## src/rtl/key_uart_sender_if.sv

```systemverilog
//----------------------------------------------------------------------
// key_uart_sender_if : key event inputs and UART/status outputs
// Rev 1.0
//----------------------------------------------------------------------
`default_nettype none

interface key_uart_sender_if;
  logic       key_flag;
  logic       key_state;
  logic       uart_tx;
  logic       tx_busy;
  logic       tx_done;
  logic [7:0] press_cnt;
  logic       overrun;

  // master = key filter / host side, slave = the sender
  modport master (
    output key_flag, key_state,
    input  uart_tx, tx_busy, tx_done, press_cnt, overrun
  );

  modport slave (
    input  key_flag, key_state,
    output uart_tx, tx_busy, tx_done, press_cnt, overrun
  );
endinterface

`default_nettype wire

```

## src/rtl/key_uart_sender.sv

```systemverilog
//----------------------------------------------------------------------
// key_uart_sender : counts key presses, sends each count as an 8N1 frame
// Rev 1.0
//----------------------------------------------------------------------
`default_nettype none

module key_uart_sender #(
  parameter int BAUD_DIV = 5208,
  parameter int CNT_W    = 16
) (
  input  wire logic          Clk,
  input  wire logic          Rst_n,
  key_uart_sender_if.slave   bus
);

  localparam logic [CNT_W-1:0] BAUD_LAST = CNT_W'(BAUD_DIV - 1);

  typedef enum logic [1:0] {
    IDLE  = 2'd0,
    START = 2'd1,
    DATA  = 2'd2,
    STOP  = 2'd3
  } state_t;

  state_t           state, state_nxt;
  logic [CNT_W-1:0] baud_cnt, baud_nxt;
  logic [2:0]       bit_idx, bit_nxt;
  logic [7:0]       shift, shift_nxt;
  logic [7:0]       pend_data, pend_data_nxt;
  logic [7:0]       cnt, cnt_nxt;
  logic             pend, pend_nxt;
  logic             ovr, ovr_nxt;
  logic             tx, tx_nxt;

  logic       press_ev;
  logic       baud_end;
  logic [7:0] cnt_inc;

  assign press_ev = bus.key_flag & ~bus.key_state;
  assign baud_end = (baud_cnt == BAUD_LAST);
  assign cnt_inc  = cnt + 8'd1;

  always_comb begin
    state_nxt     = state;
    baud_nxt      = baud_cnt;
    bit_nxt       = bit_idx;
    shift_nxt     = shift;
    pend_nxt      = pend;
    pend_data_nxt = pend_data;
    ovr_nxt       = ovr;
    cnt_nxt       = cnt;
    tx_nxt        = 1'b1;

    if (press_ev) begin
      cnt_nxt = cnt_inc;
    end

    // A press during the final stop cycle replaces a value that is leaving
    // the pending slot on the same edge, so nothing is lost there.
    if (press_ev && (state != IDLE)) begin
      pend_data_nxt = cnt_inc;
      pend_nxt      = 1'b1;
      if (pend && !((state == STOP) && baud_end)) begin
        ovr_nxt = 1'b1;
      end
    end

    case (state)
      IDLE: begin
        baud_nxt = '0;
        bit_nxt  = 3'd0;
        if (press_ev) begin
          state_nxt = START;
          shift_nxt = cnt_inc;
        end else if (pend) begin
          state_nxt = START;
          shift_nxt = pend_data;
          pend_nxt  = 1'b0;
        end
      end
      START: begin
        if (baud_end) begin
          baud_nxt  = '0;
          bit_nxt   = 3'd0;
          state_nxt = DATA;
        end else begin
          baud_nxt = baud_cnt + CNT_W'(1);
        end
      end
      DATA: begin
        if (baud_end) begin
          baud_nxt  = '0;
          shift_nxt = {1'b0, shift[7:1]};
          if (bit_idx == 3'd7) begin
            state_nxt = STOP;
            bit_nxt   = 3'd0;
          end else begin
            bit_nxt = bit_idx + 3'd1;
          end
        end else begin
          baud_nxt = baud_cnt + CNT_W'(1);
        end
      end
      STOP: begin
        if (baud_end) begin
          baud_nxt = '0;
          bit_nxt  = 3'd0;
          if (pend) begin
            state_nxt = START;
            shift_nxt = pend_data;
            pend_nxt  = press_ev;
          end else begin
            state_nxt = IDLE;
          end
        end else begin
          baud_nxt = baud_cnt + CNT_W'(1);
        end
      end
      default: begin
        state_nxt = IDLE;
        baud_nxt  = '0;
        bit_nxt   = 3'd0;
      end
    endcase

    // Line level is registered from the next state so uart_tx is glitch-free.
    case (state_nxt)
      START:   tx_nxt = 1'b0;
      DATA:    tx_nxt = shift_nxt[0];
      default: tx_nxt = 1'b1;
    endcase
  end

  always_ff @(posedge Clk or negedge Rst_n) begin
    if (!Rst_n) begin
      state     <= IDLE;
      baud_cnt  <= '0;
      bit_idx   <= 3'd0;
      shift     <= 8'd0;
      pend      <= 1'b0;
      pend_data <= 8'd0;
      cnt       <= 8'd0;
      ovr       <= 1'b0;
      tx        <= 1'b1;
    end else begin
      state     <= state_nxt;
      baud_cnt  <= baud_nxt;
      bit_idx   <= bit_nxt;
      shift     <= shift_nxt;
      pend      <= pend_nxt;
      pend_data <= pend_data_nxt;
      cnt       <= cnt_nxt;
      ovr       <= ovr_nxt;
      tx        <= tx_nxt;
    end
  end

  assign bus.uart_tx   = tx;
  assign bus.tx_busy   = (state != IDLE);
  assign bus.tx_done   = (state == STOP) && baud_end;
  assign bus.press_cnt = cnt;
  assign bus.overrun   = ovr;

endmodule

`default_nettype wire

```

## src/flat_wrapper.sv

```systemverilog
// flat-port wrapper written by rule: the top's interface ports become plain ports
module key_uart_sender_flat 
#(
  parameter int BAUD_DIV = 5208,
  parameter int CNT_W    = 16
)
  (Clk, Rst_n, bus_key_flag, bus_key_state, bus_uart_tx, bus_tx_busy, bus_tx_done, bus_press_cnt, bus_overrun);
  key_uart_sender_if bus_i ();
  input  wire logic Clk;
  input  wire logic Rst_n;
  input wire logic [$bits(bus_i.key_flag)-1:0] bus_key_flag;
  input wire logic [$bits(bus_i.key_state)-1:0] bus_key_state;
  output wire logic [$bits(bus_i.uart_tx)-1:0] bus_uart_tx;
  output wire logic [$bits(bus_i.tx_busy)-1:0] bus_tx_busy;
  output wire logic [$bits(bus_i.tx_done)-1:0] bus_tx_done;
  output wire logic [$bits(bus_i.press_cnt)-1:0] bus_press_cnt;
  output wire logic [$bits(bus_i.overrun)-1:0] bus_overrun;
  assign bus_i.key_flag = bus_key_flag;
  assign bus_i.key_state = bus_key_state;
  assign bus_uart_tx = bus_i.uart_tx;
  assign bus_tx_busy = bus_i.tx_busy;
  assign bus_tx_done = bus_i.tx_done;
  assign bus_press_cnt = bus_i.press_cnt;
  assign bus_overrun = bus_i.overrun;
  key_uart_sender #(.BAUD_DIV(BAUD_DIV), .CNT_W(CNT_W)) u_core (.Clk(Clk), .Rst_n(Rst_n), .bus(bus_i));
endmodule
```

## config.mk

```make
export PLATFORM = sky130hd
export DESIGN_NAME = key_uart_sender_flat
export DESIGN_NICKNAME = d
export VERILOG_FILES = /design/src/rtl/key_uart_sender_if.sv /design/src/rtl/key_uart_sender.sv /design/src/flat_wrapper.sv
export SDC_FILE = /design/constraint.sdc
export NUM_CORES = 1
export LEC_CHECK = 0
export ABC_CLOCK_PERIOD_IN_PS = 4059
export CORE_UTILIZATION = 60
export CTS_CLUSTER_SIZE = 40
export DETAILED_ROUTE_END_ITERATION = 10
export PLACE_DENSITY = 0.83
export SLEW_MARGIN = 10
export SYNTH_ARGS = -nofsm -noshare
export SYNTH_HDL_FRONTEND = slang
export SYNTH_SLANG_ARGS = --single-unit
export TNS_END_PERCENT = 10
```

## constraint.sdc

```tcl
create_clock -name Clk -period 4.06 [get_ports Clk]
set_input_delay 0.609 -clock Clk [delete_from_list [all_inputs] [get_ports Clk]]
set_output_delay 0.609 -clock Clk [all_outputs]
set_load 0.05 [all_outputs]
```

==> results by group, run 1 <==
Worst setup path
  – Setup crit start: u_core.baud_cnt[0]
  – CP max stage delay: 800 ps
  – CP top delay family: buffers and inverters
  – Crit end category: output port
  – Worst R2R Start: u_core.state[1]
  – CP bufs+invs: 2
  – Slowest cell on the critical path: clkdlybuf4s50_1
  – Critical-path cell list: ha_1 -> and4bb_2 -> and4_1 -> nand2_1 -> inv_1 -> clkdlybuf4s50_1
  – Setup CP Type: reg2out
  – Worst Path Required: 3450 ps
  – WP data arrival: about 2600 ps
  – Critical-path maximum fanout: 6
  – CP Launch Type: flop

Logic synthesis
  – Mapped cell area: roughly 2700 um^2
  – Synth top area cells: dfrtp_1, nor2_1, xor2_1
  – Most used flip-flop cell after synthesis: dfrtp_1
  – Top cell type by total area after synthesis: dfrtp_1
  – Average size of a mapped cell: 9.76 um^2
  – Number of flops mapped to enable cells by yosys: 0
  – Post-synth top area share: 0.436
  – Post-Syn Nets: 290
  – Synth cell types: 55
  – Share of flip-flops with an asynchronous set or reset: 1.00
  – Ys Warns: 0
  – Synth Register Bits: between 40 and 50
  – Post-Syn Instances: about 280
  – Seq/Total Area, Yosys: 0.446

Global routing
  – First-pass GRT wire length: 9.07 mm
  – Initial antenna violation count: 0
  – Grt total ovfl: 0
  – Largest net degree at the start of global routing: 49
  – GRT Util Overall: 0.238
  – Vias in the first global route: 1,870

CTS
  – CTS root buffer: clkbuf_8
  – Setup bufs post-CTS: 0
  – CTS tree: yes
  – Clock-pin slew on the worst setup and hold paths: 80 ps
  – TritonCTS Buffers: 5
  – CTS HTree Levels: 2
  – Clock sink total: 48
  – Maximum clock insertion buffer count: 2
  – CTS Hold Bufs: 0
  – CTS-repair resized insts: 0
  – Clk_lat worst skew: 300 ps

Cells and area
  – Antenna Cells: 0
  – Synthesis-to-finish area growth: 10.5%
  – Fillcell total: between 300 and 400
  – Multi-input logic area: 1390 um^2
  – Layout cells sized above 1: 0.0759
  – Final instance area: 2980 um^2
  – Leading cell type in the layout, fill and taps excluded: dfrtp_1
  – Nets@finish: 303
  – FF+latch area: 1200 um^2
  – Util after Layout: 0.689
  – Commonest cells after routing, fill and taps aside: dfrtp_1, nor2_1, nand2_1

STA
  – Fin crit share: 0.784
  – Skew final: between 6 and 7 ps
  – Minimum clock period: 3180 ps
  – Final hold vios: 0
  – Post-route setup slack: 876 ps
  – Max-slew headroom: 0.303
  – Final setup vio count: 0
  – Max-slew violation count: 0
  – FMAX: around 310 MHz
  – Worst-Margin Slew: 1050 ps
  – RSZ-0062 raised after global routing: no
  – TNS Setup: 0 ps

Drt
  – Drt initial violations: 180
  – Antenna Nets Post-Route: 0
  – DR vias: 2,040
  – Via density: 5.96
  – DR DRC count: 0
  – Drt total wl: around 5.3 mm
  – First-pass DRT Iterations: 5
  – Drt wl/cell: 15.4 um

Die
  – Initial core utilization: 0.623
  – Die Span Y: slightly below 70 um
  – Die X: 69.0 um
  – DIE AREA: approximately 4800 um^2
  – IO Pins: 16
  – # rows: 24
  – Core Area: 4320 um^2

Min path
  – HP Class: in2async

Place
  – PortBufs: 15
  – Hpwl dp: ~3.7 mm
  – Post-Place Worst Slack: 1230 ps
  – Placer Congestion: 0.838
  – DP Area: 2850 um^2

Job
  – Max cap viols: 0

Outcome
  – Status: completed

Pwr
  – Worst vdd rail ir drop: 0.000497 V
  – Pwr/cell area: 695 nW/um^2
  – Leak: 0.00130 uW
## cells in the mapped netlist (3+ instances only)
cell	count
a22o_1	5
o31ai_1	3
mux2i_1	11
a31oi_1	5
and3_1	4
nand3_1	10
xnor2_1	9
clkbuf_1	4
nor2_1	42
a21oi_1	13
ha_1	10
inv_1	13
nand4_1	6
o21ai_0	13
nand2_1	18
dfrtp_1	47
xor2_1	17
## flip-flops by register name, summed over array words and instances, names as in the netlist
register,count
u_core.bus.press_cnt,8
u_core.bus.uart_tx,1
u_core.pend_data,8
u_core.shift,8
u_core.state,2
u_core.baud_cnt,16
u_core.bit_idx,3
u_core.bus.overrun,1
u_core.pend,1
## worst paths after layout
| check | slack, ps | end | cells past startpoint |
|---|---|---|---|
| min | 490 | u_core.state[0] | 1 |
| max in group asynchronous | 2930 | u_core.baud_cnt[4] | 1 |
| max | 880 | bus_tx_done | 6 |
| max reg2reg | 1840 | u_core.pend_data[1] | 4 |
| min in group Clk | 500 | u_core.bus.overrun | 1 |
| min reg2reg | 500 | u_core.bus.overrun | 1 |
## final cells by class
| class | instances | share of cell area |
|---|---|---|
| multi-input combinational | 206 | 0.467 |
| sequential | 48 | 0.404 |
| timing repair buffer | 15 | 0.0487 |
| clock buffer | 7 | 0.0324 |
| tap | 52 | 0.0218 |
| inverter | 13 | 0.0164 |
| clock inverter | 1 | 0.0101 |
## layer usage
metal  vias to the layer above  routed length [um]  GRT usage
met4                         0                  45     0.0567
met5                         -                   0          0
met1                       995                2650      0.365
met2                        43                2350      0.346
met3                         5                 207     0.0512
li1                        997                   -          -
## stage by stage
stage	total power, uW	hold slack [ps]	std cells
floorplan	1440	313	276
global placement	1680	488	334
detailed placement	1700	489	334
CTS	2070	511	342
global route	2210	535	342
finish	2070	495	342
## logic make-up (layout without fill, tap and decap cells)
| group | count (synthesis) | count (layout) | synth area share |
|---|---|---|---|
| xor+xnor | 26 | 26 | 0.0845 |
| compound gates | 52 | 52 | 0.126 |
| flops | 48 | 48 | 0.446 |
| buf+inv | 22 | 36 | 0.0381 |
| simple gates | 105 | 105 | 0.210 |
| mux | 13 | 13 | 0.0492 |
| fa+ha+maj | 10 | 10 | 0.0464 |
## where the power goes
part           internal (uW)  total [uW]  switching (uW)
sequential               620         783             163
combinational            342         916             574
clock                    217         372             154
Note: power is estimated with default switching activity, not from simulation.
==> run 2, diff against run 1 <==
--- a/config.mk
+++ b/config.mk
@@ -5,11 +5,11 @@
 export SDC_FILE = /design/constraint.sdc
 export NUM_CORES = 1
 export LEC_CHECK = 0
-export ABC_CLOCK_PERIOD_IN_PS = 4059
-export CORE_UTILIZATION = 60
+export ABC_CLOCK_PERIOD_IN_PS = 3100
+export CORE_UTILIZATION = 59
 export CTS_CLUSTER_SIZE = 40
 export DETAILED_ROUTE_END_ITERATION = 10
-export PLACE_DENSITY = 0.83
+export PLACE_DENSITY = 0.82
 export SLEW_MARGIN = 10
 export SYNTH_ARGS = -nofsm -noshare
 export SYNTH_HDL_FRONTEND = slang
==> constraint.sdc (replaced) <==
create_clock -name Clk -period 3.1 [get_ports Clk]
set_input_delay 0.465 -clock Clk [delete_from_list [all_inputs] [get_ports Clk]]
set_output_delay 0.465 -clock Clk [all_outputs]
set_load 0.05 [all_outputs]
==> run 2 against run 1 <==
Combinational power increased by 34%. Highest routed layer unchanged. Count of clock-buffer cells in the layout decreased by 2. Routed wire length increased by 11%. Via count increased by 3.6%. Sequential power increased by 32%. Core utilization decreased by 0.49 points. Critical endpoint is now bus_tx_busy. Clock skew increased by 3.2 ps. Sequential cell count unchanged. Setup slack got worse by 590 ps. Critical path depth decreased by 2. Largest power group unchanged. Total power increased by 35%. Register-to-register slack got worse by 1100 ps.
==> results by group, run 2 (synthesis gave the netlist of run 1 again) <==
Outcome
  – Status: completed

Die
  – Die X: 69.6 um (+0.82%)
  – # rows: 24 (unchanged)
  – IO Pins: 16 (unchanged)
  – Core Area: 4380 um^2 (+1.4%)
  – Die Span Y: 69.6 um (+0.82%)
  – DIE AREA: 4840 um^2 (+1.6%)
  – Initial core utilization: 0.615 (-0.00854)

CTS
  – CTS Hold Bufs: 0 (unchanged)
  – Clk_lat worst skew: 310 ps (about the same)
  – CTS HTree Levels: 2 (unchanged)
  – TritonCTS Buffers: 5 (unchanged)
  – Clock sink total: 48 (unchanged)
  – CTS tree: yes
  – Clock-pin slew on the worst setup and hold paths: 90 ps (about the same)
  – CTS root buffer: clkbuf_8
  – Maximum clock insertion buffer count: 2 (unchanged)

Drt
  – Drt wl/cell: 17.0 um (+11%)
  – DR DRC count: 0 (unchanged)
  – Drt initial violations: 223 (+24%)
  – Drt total wl: 5.84 mm (+11%)
  – Antenna Nets Post-Route: 0 (unchanged)
  – First-pass DRT Iterations: 4 (-1)
  – Via density: 6.16 (+3.3%)
  – DR vias: 2,114 (+3.6%)

Global routing
  – Met3 Use GR: 0.0465 (-0.00466)
  – Grt met2 use: 0.415 (+0.0690)
  – Busiest grt layer: met2
  – Largest net degree at the start of global routing: 49 (unchanged)
  – First-pass GRT wire length: 10.3 mm (+13%)
  – GRT Util Overall: 0.269 (+0.0313)
  – Vias in the first global route: 2,135 (+14%)
  – GR Util met1: 0.375 (+0.0103)
  – Initial antenna violation count: 0 (unchanged)
  – Grt total ovfl: 0 (unchanged)

Worst setup path
  – Critical-path maximum fanout: 12 (+6)
  – CP bufs+invs: 3 (+1)
  – Critical-path cell list: inv_1 -> ha_1 -> inv_1 -> clkdlybuf4s50_1
  – Worst reg2reg path depth: 7 (+3)
  – CP max stage delay: 740 ps (-60 ps)
  – CP Launch Type: flop
  – Crit end category: output port
  – Critical path depth: 4 (-2)
  – Worst R2R Start: u_core.baud_cnt[0]
  – CP top delay family: buffers and inverters
  – WP data arrival: 2350 ps (-220 ps)
  – Setup CP Type: reg2out
  – Worst R2R End: u_core.shift[3]
  – CP most frequent cell: inv_1
  – Worst Path Required: 2630 ps (-820 ps)
  – Worst R2R Setup Slack: 740 ps (-1100 ps)
  – Slowest cell on the critical path: clkdlybuf4s50_1

Place
  – Placed insts: 336 (+0.60%)
  – DP Area: 2870 um^2 (+0.53%)
  – Placer Congestion: 0.810 (-3.3%)
  – PortBufs: 15 (unchanged)
  – Hpwl dp: 4.00 mm (+8.5%)

STA
  – Final setup vio count: 0 (unchanged)
  – Max-slew violation count: 0 (unchanged)
  – TNS Setup: 0 ps (unchanged)
  – Max-slew headroom: 0.296 (-0.00736)
  – FMAX: 356 MHz
  – Hold slack: 349 ps (-146 ps)
  – Worst-Margin Slew: 1060 ps (+11.0 ps)
  – RSZ-0062 raised after global routing: no
  – Skew final: 9.24 ps (+3.17 ps)
  – Fin crit share: 0.907
  – Final hold vios: 0 (unchanged)
  – Minimum clock period: 2810 ps

Pwr
  – Leak: 0.00133 uW (+2.2%)
  – P_int: 1580 uW (+34%)
  – Worst vdd rail ir drop: 0.000612 V (+23%)
  – Part of the power in registers: 0.370 (-0.008)
  – Net Sw Frac: 0.432 (+0.00176)
  – NetSw: 1200 uW (+35%)
  – Combinational share of power: 0.442 (about the same)
  – Clock Power Share: 0.188 (+0.009)
  – Pwr/cell area: 930 nW/um^2 (+34%)

Cells and area
  – Synthesis-to-finish area growth: 11.2%
  – Nets@finish: 305 (+0.66%)
  – Max FFs per register: 16 (unchanged)
  – Commonest cells after routing, fill and taps aside: dfrtp_1, nor2_1, nand2_1
  – Util after Layout: 0.684 (-0.00487)
  – Layout cells sized above 1: 0.0790 (+0.00318)
  – Leading cell type in the layout, fill and taps excluded: dfrtp_1
  – Final instance area: 3000 um^2 (+0.67%)
  – Antenna Cells: 0 (unchanged)
  – Top reg by flops: u_core.baud_cnt
  – Cell Count, Final, Fillers Out: 343 (+0.29%)

Job
  – Max cap viols: 0 (unchanged)

Min path
  – HP Class: in2async
-- run 2: cell types whose count changed in the layout (fill, tap and decap cells not counted) --
cell             delta
bufinv_16           +1
clkbuf_8            -2
dlymetal6s2s_1      +1
buf_4               +2
clkdlybuf4s50_1     -1
-- run 2: worst max-delay path by stage --
stage	start	to
after floorplan	u_core.baud_cnt[0]	bus_tx_done
after global placement	u_core.baud_cnt[0]	bus_tx_done
after detailed placement	u_core.baud_cnt[0]	bus_tx_done
after CTS	u_core.baud_cnt[0]	bus_tx_done
after global routing	u_core.state[1]	bus_tx_busy
final	u_core.state[1]	bus_tx_busy
-- run 2: per-layer routing --
layer,vias up,wire length (um)
met2,65,2780
met1,1039,2630
met3,13,330
met5,-,0
met4,0,106
li1,997,-
-- run 2: per-stage QoR --
| stage | setup slack (ps) | power (uW) |
|---|---|---|
| after detailed placement | 410 | 2250 |
| after CTS | 60.4 | 2790 |
| after floorplan | 1100 | 1890 |
| after global placement | 451 | 2210 |
| final | 288 | 2790 |
| after global routing | 143 | 2960 |
-- run 2: power groups by stage --
stage	Sequential, uW	Clock, uW	Combinational, uW
final	1030	523	1230
after global placement	1030	0	1190
after floorplan	1160	0	730
after global routing	1050	559	1340
after detailed placement	1030	0	1220
after CTS	1020	535	1230
-- run 2: layout make-up --
type / instances / area (um^2)
Multi-Input combinational cell: 206 / 1390
Timing Repair Buffer: 17 / 163
Inverter: 13 / 48.8
Clock buffer: 5 / 68.8
Fill cell: 334 / 1390
Sequential cell: 48 / 1200
Clock inverter: 2 / 60.1
Tap cell: 52 / 65.1
-- run 2: repair_timing --
item | 4_1_cts | 5_1_grt
setup buffers | 0 | 0
gates resized for setup | 0 | 1
setup endpoints to repair | 0 | 1
-- run 2: worst reg2reg max path, cell delays in order, from the launching register on --
cell and delay [ps]:
dfrtp_1 420, ha_1 260, and4bb_2 300, nand3_1 100, nor2_2 420, a21oi_2 250
nor2_1 350, a22o_1 210
==> run 3, diff against run 2 <==
--- a/config.mk
+++ b/config.mk
@@ -5,11 +5,12 @@
 export SDC_FILE = /design/constraint.sdc
 export NUM_CORES = 1
 export LEC_CHECK = 0
+export ABC_AREA = 1
 export ABC_CLOCK_PERIOD_IN_PS = 3100
-export CORE_UTILIZATION = 59
+export CORE_UTILIZATION = 60
 export CTS_CLUSTER_SIZE = 40
 export DETAILED_ROUTE_END_ITERATION = 10
-export PLACE_DENSITY = 0.82
+export PLACE_DENSITY = 0.83
 export SLEW_MARGIN = 10
 export SYNTH_ARGS = -nofsm -noshare
 export SYNTH_HDL_FRONTEND = slang
==> run 3 against run 2 <==
Sequential power fell by 28%. Critical path depth rose by 6. Via count rose by 13%. Worst hold slack got worse by 19 ps. Synthesized area rose by 5.4%. Setup slack got worse by 67 ps. Core utilization rose by 1.7 points. Cell count rose by 27%. Global-route usage fell by 1.0 points. Routed wire length rose by 1.5%.
==> results by group, run 3 <==
Place
  – Placer Congestion: 0.908 (+12%)
  – Hpwl dp: 4.35 mm (+8.8%)
  – PortBufs: 15 (unchanged)

CTS
  – CTS-repair resized insts: 0 (unchanged)
  – CTS root buffer: clkbuf_8
  – Clock-pin slew on the worst setup and hold paths: 90 ps (about the same)
  – CTS tree: yes
  – Clock sink total: 48 (unchanged)
  – TritonCTS Buffers: 5 (unchanged)
  – CTS Hold Bufs: 0 (unchanged)
  – CTS HTree Levels: 2 (unchanged)
  – Clk_lat worst skew: 310 ps (about the same)
  – Setup bufs post-CTS: 0 (unchanged)
  – Maximum clock insertion buffer count: 2 (unchanged)

Drt
  – DR DRC count: 0 (unchanged)
  – DR vias: 2,396 (+13%)
  – First-pass DRT Iterations: 4 (unchanged)
  – Drt wl/cell: 13.6 um (-20%)
  – Antenna Nets Post-Route: 0 (unchanged)
  – Drt total wl: 5.93 mm (+1.5%)
  – Drt initial violations: 142 (-36%)
  – Via density: 5.51 (-11%)

Cells and area
  – Nets@finish: 396 (+30%)
  – Commonest cells after routing, fill and taps aside: nand2_1, dfrtp_1, inv_1
  – Top reg by flops: u_core.baud_cnt
  – Leading cell type in the layout, fill and taps excluded: nand2_1
  – Antenna Cells: 0 (unchanged)
  – Layout cells sized above 1: 0.0914 (+0.0123)
  – Max FFs per register: 16 (unchanged)
  – Fillcell total: 381 (+14%)
  – Synthesis-to-finish area growth: 9.65%

Worst setup path
  – Crit end category: output port
  – Critical-path cell list: ha_1 -> nand2_1 -> inv_2 -> nand2_1 -> nor2_1 -> nand2_1 -> inv_1 -> nand2_1 -> inv_1 -> clkdlybuf4s50_1
  – Worst Path Required: 2630 ps (about the same)
  – CP Launch Type: flop
  – CP most frequent cell: nand2_1
  – Critical-path maximum fanout: 4 (-8)
  – Setup CP Type: reg2out
  – WP data arrival: 2410 ps (+60 ps)
  – CP max stage delay: 800 ps (+60 ps)
  – Slowest cell on the critical path: clkdlybuf4s50_1

Die
  – Initial core utilization: 0.639 (+0.0244)
  – Core Area: 4440 um^2 (+1.4%)
  – DIE AREA: 5010 um^2 (+3.5%)
  – Die X: 70.8 um (+1.7%)
  – IO Pins: 16 (unchanged)
  – # rows: 24 (unchanged)
  – Die Span Y: 70.8 um (+1.7%)

Pwr
  – P_int: 1050 uW (-34%)
  – Net Sw Frac: 0.328 (-0.104)
  – Part of the power in registers: 0.477 (+0.107)
  – Clock Power Share: 0.298 (+0.110)
  – Worst vdd rail ir drop: 0.000510 V (-17%)
  – Leak: 0.00151 uW (+14%)
  – NetSw: 510 uW (-58%)
  – Pwr/cell area: 500 nW/um^2 (-46%)
  – Combinational share of power: 0.225 (-0.217)

Outcome
  – Status: completed

Global routing
  – Grt total ovfl: 0 (unchanged)
  – First-pass GRT wire length: 10.0 mm (-2.1%)
  – Initial antenna violation count: 0 (unchanged)
  – Largest net degree at the start of global routing: 49 (unchanged)
  – GRT Util Overall: 0.259 (-0.00998)
  – Vias in the first global route: 2,354 (+10%)

Logic synthesis
  – Top cells by count, synth: nand2_1, dfrtp_1, inv_1
  – Post-Syn Nets: 382 (+32%)
  – Share of flip-flops with an asynchronous set or reset: 1.00 (unchanged)
  – Synth Register Bits: 48 (unchanged)
  – Most used flip-flop cell after synthesis: dfrtp_1
  – Synth cell types: 43 (-22%)
  – Post-Syn Instances: 368 (+33%)
  – Average size of a mapped cell: 7.72 um^2 (-21%)
  – Seq/Total Area, Yosys: 0.423 (-0.0228)
  – Most common cell in the synthesized netlist: nand2_1
  – Number of flops mapped to enable cells by yosys: 0 (unchanged)
  – Ys Warns: 0 (unchanged)
  – Post-synth top area share: 0.414 (-0.0223)
  – Synth top area cells: dfrtp_1, nand2_1, inv_1
  – Top cell type by total area after synthesis: dfrtp_1
  – Mapped cell area: 2840 um^2 (+5.4%)

STA
  – RSZ-0062 raised after global routing: no
  – Minimum clock period: 2880 ps (+66.5 ps)
  – Skew final: 9.32 ps (+0.0825 ps)
  – Hold slack: 329 ps (-19.4 ps)
  – FMAX: 347 MHz (-2.3%)
  – Max-slew violation count: 0 (unchanged)
  – Fin crit share: 0.928 (+0.0215)
  – TNS Setup: 0 ps (unchanged)
  – Max-slew headroom: 0.309 (+0.0134)
  – Final setup vio count: 0 (unchanged)
  – Final hold vios: 0 (unchanged)
  – Worst-Margin Slew: 1040 ps (-20.1 ps)

Min path
  – HP Class: in2async

Job
  – Max cap viols: 0 (unchanged)
-- run 3: changes by cell type in the layout (fill, tap and decap cells not counted), moves of 7 or more --
cell / before / now
nand2_1: 18 / 105
inv_1: 13 / 38
o21ai_0: 13 / 25
nand3_1: 10 / 21
mux2i_1: 11 / 2
xnor2_1: 9 / 1
xor2_1: 17 / 9
inv_2: 0 / 7
-- run 3: cell type report --
cell class              count  area (um^2)  share of cell area
multi-input cells         266         1410               0.453
flip-flops and latches     48         1200               0.386
clock inverters             3         46.3              0.0149
clock buffers               5         68.8              0.0221
repair buffers             16          153              0.0490
well taps                  52         65.1              0.0209
inverters                  45          169              0.0542
-- run 3: power groups by stage --
stage	Clock (uW)	Sequential [uW]	Combinational, uW
finish	464	743	350
global route	497	750	377
CTS	476	741	351
detailed placement	0	752	350
global placement	0	750	343
floorplan	0	853	125
-- run 3: path summary, 6_finish.rpt --
check	startpoint	end	slack (ps)	depth (start not counted)
hold / removal	Rst_n	u_core.baud_cnt[8]	330	1
setup reg to reg	u_core.state[1]	u_core.bus.uart_tx	970	9
max in group asynchronous	Rst_n	u_core.bit_idx[1]	2120	1
hold reg to reg	u_core.baud_cnt[0]	u_core.baud_cnt[0]	490	1
min in group Clk	u_core.baud_cnt[0]	u_core.baud_cnt[0]	490	1
setup / recovery	u_core.baud_cnt[0]	bus_tx_done	220	10
-- run 3: metal layers --
layer  vias to the layer above  GRT usage  part of all wire
met5                         -          0                 0
met4                         0      0.147             0.038
met3                        20     0.0456             0.035
met2                        57      0.447              0.48
met1                      1110      0.308              0.44
li1                       1209          -                 -
-- run 3: worst max-delay path, delay by kind of cell, from the launching register on --
kind,cells,cell delay (ps)
buffers and inverters,4,1040
and+or+nand+nor,5,470
DFF,1,400
adders and majority gates,1,200
-- run 3: cell families after synthesis --
family / share of synthesized area
flip-flops: 0.423
adder cells (fa/ha/maj): 0.0441
XOR/XNOR: 0.0308
AO/OA/AOI/OAI: 0.106
buffers and inverters: 0.0802
multiplexers: 0.00705
AND/OR/NAND/NOR: 0.308
-- run 3: metrics by stage --
stage               cell area [um^2]  instances  power (uW)  utilization  worst slack [ps]
detailed placement              3000        427        1100        0.675               574
global placement                3000        427        1090        0.675               603
finish                          3110        435        1560        0.701               222
CTS                             3110        435        1570        0.701               202
global route                    3110        435        1620        0.701              54.6
floorplan                       2840        368         978            -              1300
